### src/rtl/stg_wb_pkg.sv
`default_nettype none
// ============================================================================
// Module  : stg_wb_pkg
// Purpose : Shared sizes and opcodes for the amber write-back stage.
// Revision: 1.0 - initial release
// ============================================================================
package stg_wb_pkg;

  localparam int SIZE_DATA   = 24;
  localparam int SIZE_ADDR   = 24;
  localparam int SIZE_OPC    = 5;
  localparam int SIZE_TGT_GP = 4;
  localparam int SIZE_TGT_SR = 2;

  localparam logic [SIZE_OPC-1:0] OPC_NOP = 5'h00;
  localparam logic [SIZE_OPC-1:0] OPC_HLT = 5'h1F;

  // Every opcode except NOP counts as a retired instruction, HLT included.
  function automatic logic opc_retires(input logic [SIZE_OPC-1:0] opc);
    return opc != OPC_NOP;
  endfunction

endpackage : stg_wb_pkg
`default_nettype wire

### src/rtl/stg_wb_regfile_bypass.sv
`default_nettype none
// ============================================================================
// Module  : stg_wb_regfile_bypass
// Purpose : Register file, single write port, NRD combinational read ports
//           with same-cycle write-through bypass.
// Revision: 1.0 - initial release
// ============================================================================
module stg_wb_regfile_bypass #(
  parameter int DEPTH  = 16,
  parameter int IDX_W  = 4,
  parameter int DATA_W = 24,
  parameter int NRD    = 1
) (
  input  logic                          clk,
  input  logic                          rst_n,
  input  logic                          we,
  input  logic [IDX_W-1:0]              wr_idx,
  input  logic [DATA_W-1:0]             wr_data,
  input  logic [NRD-1:0][IDX_W-1:0]     rd_idx,
  output logic [NRD-1:0][DATA_W-1:0]    rd_data
);

  logic [DATA_W-1:0] mem [DEPTH];
  logic [DEPTH-1:0]  wr_hit;
  logic              wr_valid;

  // Indices beyond DEPTH match no entry, so such writes vanish and reads give 0.
  genvar gi;
  for (gi = 0; gi < DEPTH; gi++) begin : g_hit
    assign wr_hit[gi] = we && (wr_idx == IDX_W'(gi));
  end

  assign wr_valid = |wr_hit;

  always_ff @(posedge clk or negedge rst_n) begin
    if (!rst_n) begin
      for (int e = 0; e < DEPTH; e++) mem[e] <= '0;
    end else begin
      for (int e = 0; e < DEPTH; e++) begin
        if (wr_hit[e]) mem[e] <= wr_data;
      end
    end
  end

  always_comb begin
    rd_data = '0;
    for (int p = 0; p < NRD; p++) begin
      for (int e = 0; e < DEPTH; e++) begin
        if (rd_idx[p] == IDX_W'(e)) rd_data[p] = mem[e];
      end
      if (wr_valid && (rd_idx[p] == wr_idx)) rd_data[p] = wr_data;
    end
  end

endmodule : stg_wb_regfile_bypass
`default_nettype wire

### src/rtl/stg_wb.sv
`default_nettype none
// ============================================================================
// Module  : stg_wb
// Purpose : Amber stage 6 (write-back): GP/SR register files, halt state
//           and retired-instruction counter.
// Revision: 1.0 - initial release
// ============================================================================
module stg_wb
  import stg_wb_pkg::*;
#(
  parameter int NUM_GP = 16,
  parameter int NUM_SR = 4,
  parameter int RET_W  = 32
) (
  input  logic                   iw_clk,
  input  logic                   iw_rst_n,
  input  logic [SIZE_ADDR-1:0]   iw_pc,
  input  logic [SIZE_DATA-1:0]   iw_instr,
  input  logic [SIZE_OPC-1:0]    iw_opc,
  input  logic [SIZE_TGT_GP-1:0] iw_tgt_gp,
  input  logic                   iw_tgt_gp_we,
  input  logic [SIZE_TGT_SR-1:0] iw_tgt_sr,
  input  logic                   iw_tgt_sr_we,
  input  logic [SIZE_DATA-1:0]   iw_result,
  input  logic [SIZE_TGT_GP-1:0] iw_rd_gp_a,
  output logic [SIZE_DATA-1:0]   ow_rd_gp_a,
  input  logic [SIZE_TGT_GP-1:0] iw_rd_gp_b,
  output logic [SIZE_DATA-1:0]   ow_rd_gp_b,
  input  logic [SIZE_TGT_SR-1:0] iw_rd_sr,
  output logic [SIZE_DATA-1:0]   ow_rd_sr,
  output logic [RET_W-1:0]       ow_retired,
  output logic                   ow_halted,
  output logic [SIZE_ADDR-1:0]   ow_halt_pc
);

  typedef enum logic [0:0] {
    ST_RUN    = 1'b0,
    ST_HALTED = 1'b1
  } wb_state_e;

  wb_state_e state;
  logic      run;
  logic      gp_we;
  logic      sr_we;

  logic [1:0][SIZE_DATA-1:0] gp_rd;
  logic [0:0][SIZE_DATA-1:0] sr_rd;

  // The raw instruction word is carried for debug visibility only.
  logic unused_instr;
  assign unused_instr = ^iw_instr;

  // Gating the enables here also disables bypass once halted.
  assign run   = (state == ST_RUN);
  assign gp_we = run && iw_tgt_gp_we;
  assign sr_we = run && iw_tgt_sr_we;

  stg_wb_regfile_bypass #(
    .DEPTH  (NUM_GP),
    .IDX_W  (SIZE_TGT_GP),
    .DATA_W (SIZE_DATA),
    .NRD    (2)
  ) u_gp (
    .clk     (iw_clk),
    .rst_n   (iw_rst_n),
    .we      (gp_we),
    .wr_idx  (iw_tgt_gp),
    .wr_data (iw_result),
    .rd_idx  ({iw_rd_gp_b, iw_rd_gp_a}),
    .rd_data (gp_rd)
  );

  stg_wb_regfile_bypass #(
    .DEPTH  (NUM_SR),
    .IDX_W  (SIZE_TGT_SR),
    .DATA_W (SIZE_DATA),
    .NRD    (1)
  ) u_sr (
    .clk     (iw_clk),
    .rst_n   (iw_rst_n),
    .we      (sr_we),
    .wr_idx  (iw_tgt_sr),
    .wr_data (iw_result),
    .rd_idx  (iw_rd_sr),
    .rd_data (sr_rd)
  );

  assign ow_rd_gp_a = gp_rd[0];
  assign ow_rd_gp_b = gp_rd[1];
  assign ow_rd_sr   = sr_rd[0];

  always_ff @(posedge iw_clk or negedge iw_rst_n) begin
    if (!iw_rst_n) begin
      state      <= ST_RUN;
      ow_halted  <= 1'b0;
      ow_halt_pc <= '0;
      ow_retired <= '0;
    end else begin
      case (state)
        ST_RUN: begin
          if (opc_retires(iw_opc)) ow_retired <= ow_retired + RET_W'(1);
          if (iw_opc == OPC_HLT) begin
            state      <= ST_HALTED;
            ow_halted  <= 1'b1;
            ow_halt_pc <= iw_pc;
          end
        end
        ST_HALTED: begin
          state <= ST_HALTED;
        end
        default: begin
          state <= ST_RUN;
        end
      endcase
    end
  end

endmodule : stg_wb
`default_nettype wire
### config.mk
export PLATFORM = sky130hd
export DESIGN_NAME = stg_wb
export DESIGN_NICKNAME = d
export VERILOG_FILES = /design/src/rtl/stg_wb_pkg.sv /design/src/rtl/stg_wb_regfile_bypass.sv /design/src/rtl/stg_wb.sv
export SDC_FILE = /design/constraint.sdc
export NUM_CORES = 1
export LEC_CHECK = 0
export ABC_CLOCK_PERIOD_IN_PS = 3950
export CORE_MARGIN = 3
export CORE_UTILIZATION = 55
export CTS_BUF_LIST = sky130_fd_sc_hd__clkbuf_4
export DETAILED_ROUTE_END_ITERATION = 7
export PLACE_DENSITY_LB_ADDON = 0.12
export SLEW_MARGIN = 20
export SYNTH_ARGS = -nofsm -noshare
export SYNTH_HDL_FRONTEND = slang
export SYNTH_HIERARCHICAL = 1
export SYNTH_SLANG_ARGS = --single-unit
### constraint.sdc
create_clock -name iw_clk -period 3.95 [get_ports iw_clk]
set_clock_uncertainty 0.15 [all_clocks]
set_input_delay 0.395 -clock iw_clk [delete_from_list [all_inputs] [get_ports iw_clk]]
set_output_delay 0.395 -clock iw_clk [all_outputs]
set_load 0.05 [all_outputs]
## Word-level counts from Yosys, hierarchy flattened

Cells that the tools add are included.

| word-level totals | value |
|---|---|
| register bits | 538 |
| input port bits | 97 |
| logic and storage cells | 157 |

| cells by class | value |
|---|---|
| $add $sub $neg | 1 |
| equal/unequal tests | 55 |
| mux-type cells | 41 |
| bitwise operators | 1 |
| reduce and logical (&&, ||, !) cells | 35 |

Operators with widths:

| cell | count |
|---|---|
| 24-bit two-way mux | 39 |
| 4-bit equality test (second input constant) | 24 |
| 4-bit by 3-bit equality test with 1-bit output (second input constant) | 12 |
| 32-bit by 1-bit adder with 32-bit output (second input constant) | 1 |
| 1-bit logical AND | 25 |
| 4-bit by 2-bit equality test with 1-bit output (second input constant) | 6 |
| 16-bit OR reduction | 1 |
| 4-bit by 1-bit equality test with 1-bit output (second input constant) | 3 |
| 4-bit logical NOT | 3 |
| 2-bit equality test (second input constant) | 4 |
| 4-bit equality test | 2 |
| 5-bit equality test (second input constant) | 1 |
| 5-bit nonzero test | 1 |
| 2-bit by 1-bit equality test with 1-bit output (second input constant) | 2 |
| 2-bit logical NOT | 2 |
| 2-bit AND reduction | 2 |
| 4-bit OR reduction | 1 |
| 2-bit equality test | 1 |
| 1-bit case mux with 2 select lines | 1 |
| 1-bit two-way mux | 1 |
| 1-bit NOT | 1 |

## Logic depth before layout (Yosys ltp)

Gate-level depths: netlist of run 1.

| depth | value |
|---|---|
| depth in word-level cells | 18 |
| mapped depth | 10 |
| mapped depth without buffers | 6 |

## By module

The synthesis of run 1 kept the hierarchy.

Modules (own cells, without submodules):

| module | instances | cells each | area each (µm²) | sequential area each (µm²) |
|---|---|---|---|---|
| stg_wb_regfile_bypass at u_gp | 1 | 2209 | 23003.3 | 9609.2 |
| stg_wb_regfile_bypass at u_sr | 1 | 266 | 4589.4 | 2402.3 |
| stg_wb | 1 | 187 | 2482.4 | 1451.4 |

## Worst setup path after synthesis of run 1

Ideal clock, no wire load.

| timing | value |
|---|---|
| path kind | input-to-output |
| start point | in iw_rd_gp_a[0] |
| end point | out ow_rd_gp_a[16] |
| data arrival time | 2.737 ns |
| setup slack | 0.668 ns |
| stages on the path | 7 |
| path buffers | 4 |
| path through | buf_4 -> buf_4 -> buf_2 -> buf_2 -> o32ai_1 -> o221ai_1 -> a221oi_1 |

| on the way | value |
|---|---|
| cells in the longest elaborated chain, start to end | 18 |
| elaborated cells between the ends (all ways) | 35 |

Ends and longest elaborated chain:

| element | RTL line | RTL |
|---|---|---|
| start: declaration | stg_wb.sv:25 | `input logic [SIZE_TGT_GP-1:0] iw_rd_gp_a,` |
| 4-bit logical NOT | stg_wb_regfile_bypass.sv:49 | `if (rd_idx[p] == IDX_W'(e)) rd_data[p] = mem[e];` |
| 24-bit two-way mux (16 in series) | stg_wb_regfile_bypass.sv:49 |  |
| 24-bit two-way mux * | stg_wb_regfile_bypass.sv:51 | `if (wr_valid && (rd_idx[p] == wr_idx)) rd_data[p] = wr_data;` |
| end: declaration | stg_wb.sv:26 | `output logic [SIZE_DATA-1:0] ow_rd_gp_a,` |

Mark *: on every way between the ends. The rest lies on a longest branch, timed or not.

## Final worst setup path of run 1

| timing | value |
|---|---|
| start point | reg state |
| end point | out ow_rd_gp_a[14] |

| on the way | value |
|---|---|
| cells in the longest elaborated chain, start to end | 6 |
| elaborated cells between the ends (all ways) | 21 |

Ends and longest elaborated chain:

| element | RTL line | RTL |
|---|---|---|
| start: declaration | stg_wb.sv:41 | `wb_state_e state;` |
| start signal: assignment | stg_wb.sv:94 | `state <= ST_RUN;` |
| start signal: assignment | stg_wb.sv:103 | `state <= ST_HALTED;` |
| start signal: assignment | stg_wb.sv:109 | `state <= ST_HALTED;` |
| 1-bit NOT * | - |  |
| 1-bit logical AND * | stg_wb.sv:55 | `assign gp_we = run && iw_tgt_gp_we;` |
| net gp_we | stg_wb.sv:43 | `logic gp_we;` |
| 1-bit logical AND | stg_wb_regfile_bypass.sv:30 | `assign wr_hit[gi] = we && (wr_idx == IDX_W'(gi));` |
| 16-bit OR reduction * | stg_wb_regfile_bypass.sv:33 | `assign wr_valid = \|wr_hit;` |
| 1-bit logical AND * | stg_wb_regfile_bypass.sv:51 |  |
| 24-bit two-way mux * | stg_wb_regfile_bypass.sv:51 |  |

The timed path passes the listed nets; every way through them passes the cells marked *.

==> results of run 1 <==
[report_power, final]
part           internal, mW  total (mW)  switching [mW]
Sequential             7.07        8.24            1.17
Combinational          3.00        6.16            3.16
Clock                  2.65        5.14            2.49
[worst paths after layout]
| path | startpoint | to | slack (ns) | cells past startpoint |
|---|---|---|---|---|
| worst min register to register | ow_halted | ow_halted | 0.33 | 1 |
| worst max register to register | state | u_gp/mem[297] | 1.32 | 6 |
| min in group asynchronous | iw_rst_n | u_sr/mem[58] | 0.52 | 4 |
| worst min-delay path | iw_result[7] | u_gp/mem[151] | 0.08 | 4 |
| worst max-delay path | state | ow_rd_gp_a[14] | 0.10 | 10 |
| max in group asynchronous | iw_rst_n | u_gp/mem[376] | 2.61 | 4 |
[cell usage in the layout, fill, tap and decap left out, types with 14 or more instances in the layout]
cell and instances:
dfrtp_1 537, mux2_2 534, clkbuf_4 217, buf_4 192, a21oi_1 181, o21ai_0 160, nor2_1 135, nand2_1 120
clkdlybuf4s50_1 119, buf_12 57, mux2i_1 54, mux4_2 54, o22ai_1 49, nand3_1 48, nor3_1 46, a221oi_1 40
clkinv_1 31, nand2b_1 30, dlygate4sd3_1 29, xnor2_1 27, o211ai_1 27, nor2b_1 26, o221ai_1 25, mux2_4 21
or3_1 20, a31oi_1 16, a21o_1 15, inv_1 14, xor2_1 14, a22oi_1 14, a32oi_1 14
[layout make-up]
cell class / count / area, sq um
Tap cell: 696 / 871
Inverter: 18 / 67.6
Clock buffer: 217 / 1630
Sequential cell: 538 / 13500
Multi-Input combinational cell: 1867 / 15400
Fill cell: 4200 / 18100
Antenna cell: 6 / 15.0
Timing Repair Buffer: 408 / 4180
Clock inverter: 44 / 245
[cell families after synthesis]
logic type      count (synthesis)  share of synthesized area
simple gates                  505                     0.0838
buf+inv                       257                     0.0440
mux                           669                      0.273
xor+xnor                       41                     0.0119
flops                         538                      0.448
compound gates                651                      0.139
fa+ha+maj                       1                   0.000416
[cell usage after synthesis, types with 5 or more instances]
cell type  instances  share of area
or3_1             20         0.0042
nor2b_1           29         0.0060
and3_1             9         0.0019
o31ai_1            6         0.0015
a21oi_1          183          0.030
buf_2            105          0.017
mux2_4            21          0.010
a22o_1             5         0.0015
nor3_1            46         0.0077
xor2_1            14         0.0041
a21o_1            15         0.0037
xnor2_1           27         0.0079
a32oi_1           14         0.0041
a221oi_1          41          0.012
nand2b_1          32         0.0067
buf_6             13         0.0049
mux2i_1           54          0.018
o311ai_0           9         0.0026
o32ai_1            6         0.0017
o211a_1            8         0.0027
o211ai_1          27         0.0067
o21a_1            12         0.0030
a31oi_1           18         0.0037
clkbuf_1          91          0.011
mux2_2           534           0.20
nand3_1           48         0.0080
nor3b_1            5         0.0012
inv_1             14         0.0017
dfrtp_1          538           0.45
buf_4             26         0.0065
nand2_1          120          0.015
o21ai_0          160          0.027
o221ai_1          25         0.0073
o22ai_1           49          0.010
a211oi_1          12         0.0030
o2bb2ai_1          5         0.0015
mux4_2            54          0.040
nand3b_1           7         0.0017
nor2_1           144          0.018
nand4_1           11         0.0023
a22oi_1           14         0.0035
[metal layers]
layer  share of wire  GRT usage  vias to the layer above
met2            0.44      0.596                     1811
li1                -          -                    10679
met5         0.00016          0                        -
met3            0.12      0.110                      514
met4           0.068      0.250                        2
met1            0.37      0.503                    12904
[registers in the layout, summed over array words and instances (netlist names)]
signal and count:
u_gp/mem 384, u_sr/mem 96, ow_retired 32, ow_halt_pc 24
ow_halted 1, state 1
[timing repair]
| item | in CTS | in global routing |
|---|---|---|
| endpoints found under the setup margin | 13 | 7 |
| pin swaps | 0 | 1 |
| gates resized for setup | 4 | 5 |
| endpoints found under the hold margin | 514 | 0 |
| hold buffers | 30 | 0 |
| gates cloned | 0 | 0 |
[critical path, cell delays in order (launching register included)]
cell,delay [ns]
dfrtp_2,0.48
nor2b_1,0.14
buf_4,0.20
nand2_1,0.11
nor4_4,0.15
buf_6,0.18
buf_6,0.32
a21oi_1,0.13
a211oi_1,0.26
buf_4,0.18
buf_12,0.14
[stage by stage]
| stage | setup slack, ns | std cells | power (mW) | setup TNS (ns) | hold slack (ns) |
|---|---|---|---|---|---|
| 2_1_floorplan | 0.668 | 2662 | 12.1 | 0 | -0.0506 |
| 3_3_place_gp | 0.450 | 3497 | 14.1 | 0 | 0.304 |
| 3_5_place_dp | 0.435 | 3497 | 14.3 | 0 | 0.310 |
| 4_1_cts | 0.00704 | 3788 | 19.5 | 0 | 0.00467 |
| 5_1_grt | -0.00340 | 3794 | 20.5 | -0.00340 | 0.0738 |
| 6_report | 0.102 | 3794 | 19.5 | 0 | 0.0819 |
==> results.toml, run 1 <==
[timing]
clock.fmax_ghz = 0.260
max_slew_margin = 0.243
setup_viol = 0
period_needed_ns = 3.85
drv_slew = 0
finalHoldViolCount = 0
tightest_slew_ns = 1.13
period_share = 0.974

[routing]
wire_per_inst_um = 29.7
antenna_left = 0
viasPerCell = 6.83
initialDrtViolationCount = 3223
vias = 25910
drcViolationCount = 0
first_pass_iters = 6
drt_wl_total_um = 113000

[power_and_ir_drop]
p_leak_nw = 15.5
peakVddDrop_mv = 0.465
p_per_area_nw_per_um2 = 545

[worst_hold_path]
hp-class = "in -> reg"

[cts]
cts_tree = "yes"
cts.sinks = 538
cts_buffers = 151
clockBufferDepth = 3
clockRootBuffer = "clkbuf_4"
cts_setup_buffers = 0
htree_levels = 4
clkSlewWorstSetupHoldPaths_ns = 0.06
worst_skew_pair.late_latency_ns = 0.99

[global_route]
grt_pass1_vias = 26386
grt_max_degree = 97
grt_pass1_wl_um = 168000
track_usage = 0.395
grt_remaining_overflow = 0
antenna_found_initial = 6

[final_layout]
final_nets = 3082
fin_area_sq_um = 35900
fin_util = 0.665
layout-drive-gt1-share = 0.371
area_growth_pct = 19.2

[logic_synthesis]
synth_fp_nets = 2760
syn_avg_cell_area_sq_um = 11.3
async_reset_ff_frac = 1.00
synth.distinct_cells = 93
yosys_warnings = 6
yosysSeqAreaShare = 0.448
syn-cell-area_sq_um = 30100
synth_ff_type = "dfrtp_1"
synth_cells = 2662
synth-edff-count = 0
yosys_register_bits = 538

[placed_design]
io_buffer_count = 201
gp_congestion = 0.969
placed_cell_area_sq_um = 33600
dpl.hpwl_um = 70400

[critical_path]
cp_max_fo = 28
cp.arrival_ns = 3.30
setup.worst_path.class = "reg -> out"
critPathCaptureType = "output pin"
start_kind = "flip-flop"
required_ns = 3.40

[floorplan]
die_w_um = 240
pin_count = 226
initial_core_util = 0.558
rows = 85
die_y_um = 240
core_sq_um = 53900
fp.dieArea_sq_um = 57500

[job]
drv_cap = 0

[status]
outcome = "finished, final reports clean"
No activity file was read; power rests on OpenSTA's default activity.
==> run 2: changes to the inputs <==
HOLD_SLACK_MARGIN = 0.05   (was unset)
==> run 2 against run 1 <==
Net effect: worst setup slack worse by 0.032 ns; die area unchanged; combinational power barely moved; total power about the same; core utilization is essentially flat; design area barely moved; non-clock buffer count rose by 2; final cell count about the same; sequential power about the same; largest cell class unchanged.
==> results.toml, run 2 (same netlist as run 1, synthesis figures left out) <==
[final_layout]
area_growth_pct = 19.3
ff_latch_area_sq_um = 13500
fill_cells = 4197
largestRegisters = "u_gp/mem (384), u_sr/mem (96), ow_retired (32)"
layout-drive-gt1-share = 0.371
layout_commonest_cell = "dfrtp_1"
largest_register_ffs = 384
largest_register = "u_gp/mem"
fin_area_sq_um = 35900
final_cell_mix = "537 x dfrtp_1, 534 x mux2_2, 217 x clkbuf_4, 192 x buf_4, 181 x a21oi_1"
final_nets = 3084
multi_input_area_sq_um = 15400

[cts]
cts.sinks = 538
cts_tree = "yes"
clockBufferDepth = 3
clockRootBuffer = "clkbuf_4"
htree_levels = 4
cts_setup_buffers = 0
clkSlewWorstSetupHoldPaths_ns = 0.06
cts_buffers = 151
worst_skew_pair.late_latency_ns = 1.00

[timing]
clock.fmax_ghz = 0.258
period_needed_ns = 3.88
period_share = 0.982
max_slew_margin = 0.228
drv_slew = 0
fin_ws_ns = 0.0695
setup_viol = 0
tightest_slew_ns = 1.15
finalHoldViolCount = 0

[placed_design]
dp_slack_ns = 0.435
io_buffer_count = 201
dpl.hpwl_um = 70400
placed_cell_area_sq_um = 33600
gp_congestion = 0.969

[routing]
wl_met1_um = 42400
vias = 25878
viasPerCell = 6.82
first_pass_iters = 7
drcViolationCount = 0
initialDrtViolationCount = 3314
antenna_left = 0
wl_met2_um = 49700
routed-wl-met3_um = 12900
wire_per_inst_um = 29.8
drt_wl_total_um = 113000
highest_layer = "met5"

[worst_hold_path]
whs_path_depth = 3
hp-class = "in -> reg"

[floorplan]
initial_core_util = 0.558
core_sq_um = 53900
pin_count = 226
fp.dieArea_sq_um = 57500
die_y_um = 240
rows = 85
die_w_um = 240

[critical_path]
required_ns = 3.40
cp.arrival_ns = 3.34
critPathCaptureType = "output pin"
setup.worst_path.class = "reg -> out"
reg2reg_depth = 6
cp_max_fo = 16
start_kind = "flip-flop"

[global_route]
grt_pass1_wl_um = 168000
antenna_found_initial = 6
grt_pass1_vias = 26396
grt_remaining_overflow = 0
grt_max_degree = 97
track_usage = 0.395

[power_and_ir_drop]
p_leak_nw = 15.5
p_per_area_nw_per_um2 = 544
peakVddDrop_mv = 0.465

[job]
drv_cap = 0

[status]
outcome = "finished, final reports clean"
[run 2: cell count changes in the layout (fill, tap and decap cells not counted)]
cell | before | now
diode_2 | 6 | 7
dlygate4sd3_1 | 29 | 31
[run 2: final timing paths]
check	from	to	slack, ns
max in group asynchronous	iw_rst_n	u_gp/mem[376]	2.60
worst max-delay path	state	ow_rd_gp_a[15]	0.07
worst max register to register	state	u_gp/mem[297]	1.31
min in group asynchronous	iw_rst_n	u_sr/mem[58]	0.51
worst min register to register	ow_halted	ow_halted	0.33
worst min-delay path	iw_result[0]	u_gp/mem[312]	0.12
[run 2: metrics by stage]
stage               hold WS (ns)  total power, mW  TNS (ns)  utilization  std cells
global placement           0.304             14.1         0        0.623       3497
finish                     0.119             19.5         0        0.665       3797
global route               0.125             20.5  -0.00340        0.665       3796
floorplan                -0.0506             12.1         0            -       2662
CTS                       0.0561             19.5         0        0.664       3790
detailed placement         0.310             14.3         0        0.623       3497
[run 2: cell type report]
class                      count  area share
tap                          696      0.0243
antenna                        7    0.000488
clock inverter                44     0.00684
inverter                      18     0.00188
timing repair buffer         410       0.117
sequential                   538       0.375
multi-input combinational   1867       0.429
clock buffer                 217      0.0454
[run 2: what timing repair did]
item	4_1_cts	5_1_grt
pin swaps	0	1
endpoints found under the hold margin	570	0
endpoints found under the setup margin	13	7
resized for setup	4	5
hold buffers	32	0
[run 2: per-layer routing]
metal,up-vias,track usage
met1,12888,0.503
met5,-,0
li1,10697,-
met4,2,0.250
met3,518,0.110
met2,1773,0.596
[run 2: where the power goes]
part	switching [mW]	leakage (nW)	internal (mW)	total, mW
combinational	3.16	7.69	3.00	6.16
sequential	1.17	6.72	7.07	8.24
clock	2.49	1.12	2.65	5.14
total	6.81	15.5	12.7	19.5
[run 2: worst max-delay path: stages, from the launching register on]
cell	delay, ns
dfrtp_2	0.48
nor2b_1	0.14
buf_4	0.21
nand2_1	0.11
nor4_4	0.15
buf_6	0.18
nand2b_1	0.16
buf_12	0.20
a21oi_1	0.08
a21oi_1	0.32
buf_4	0.27
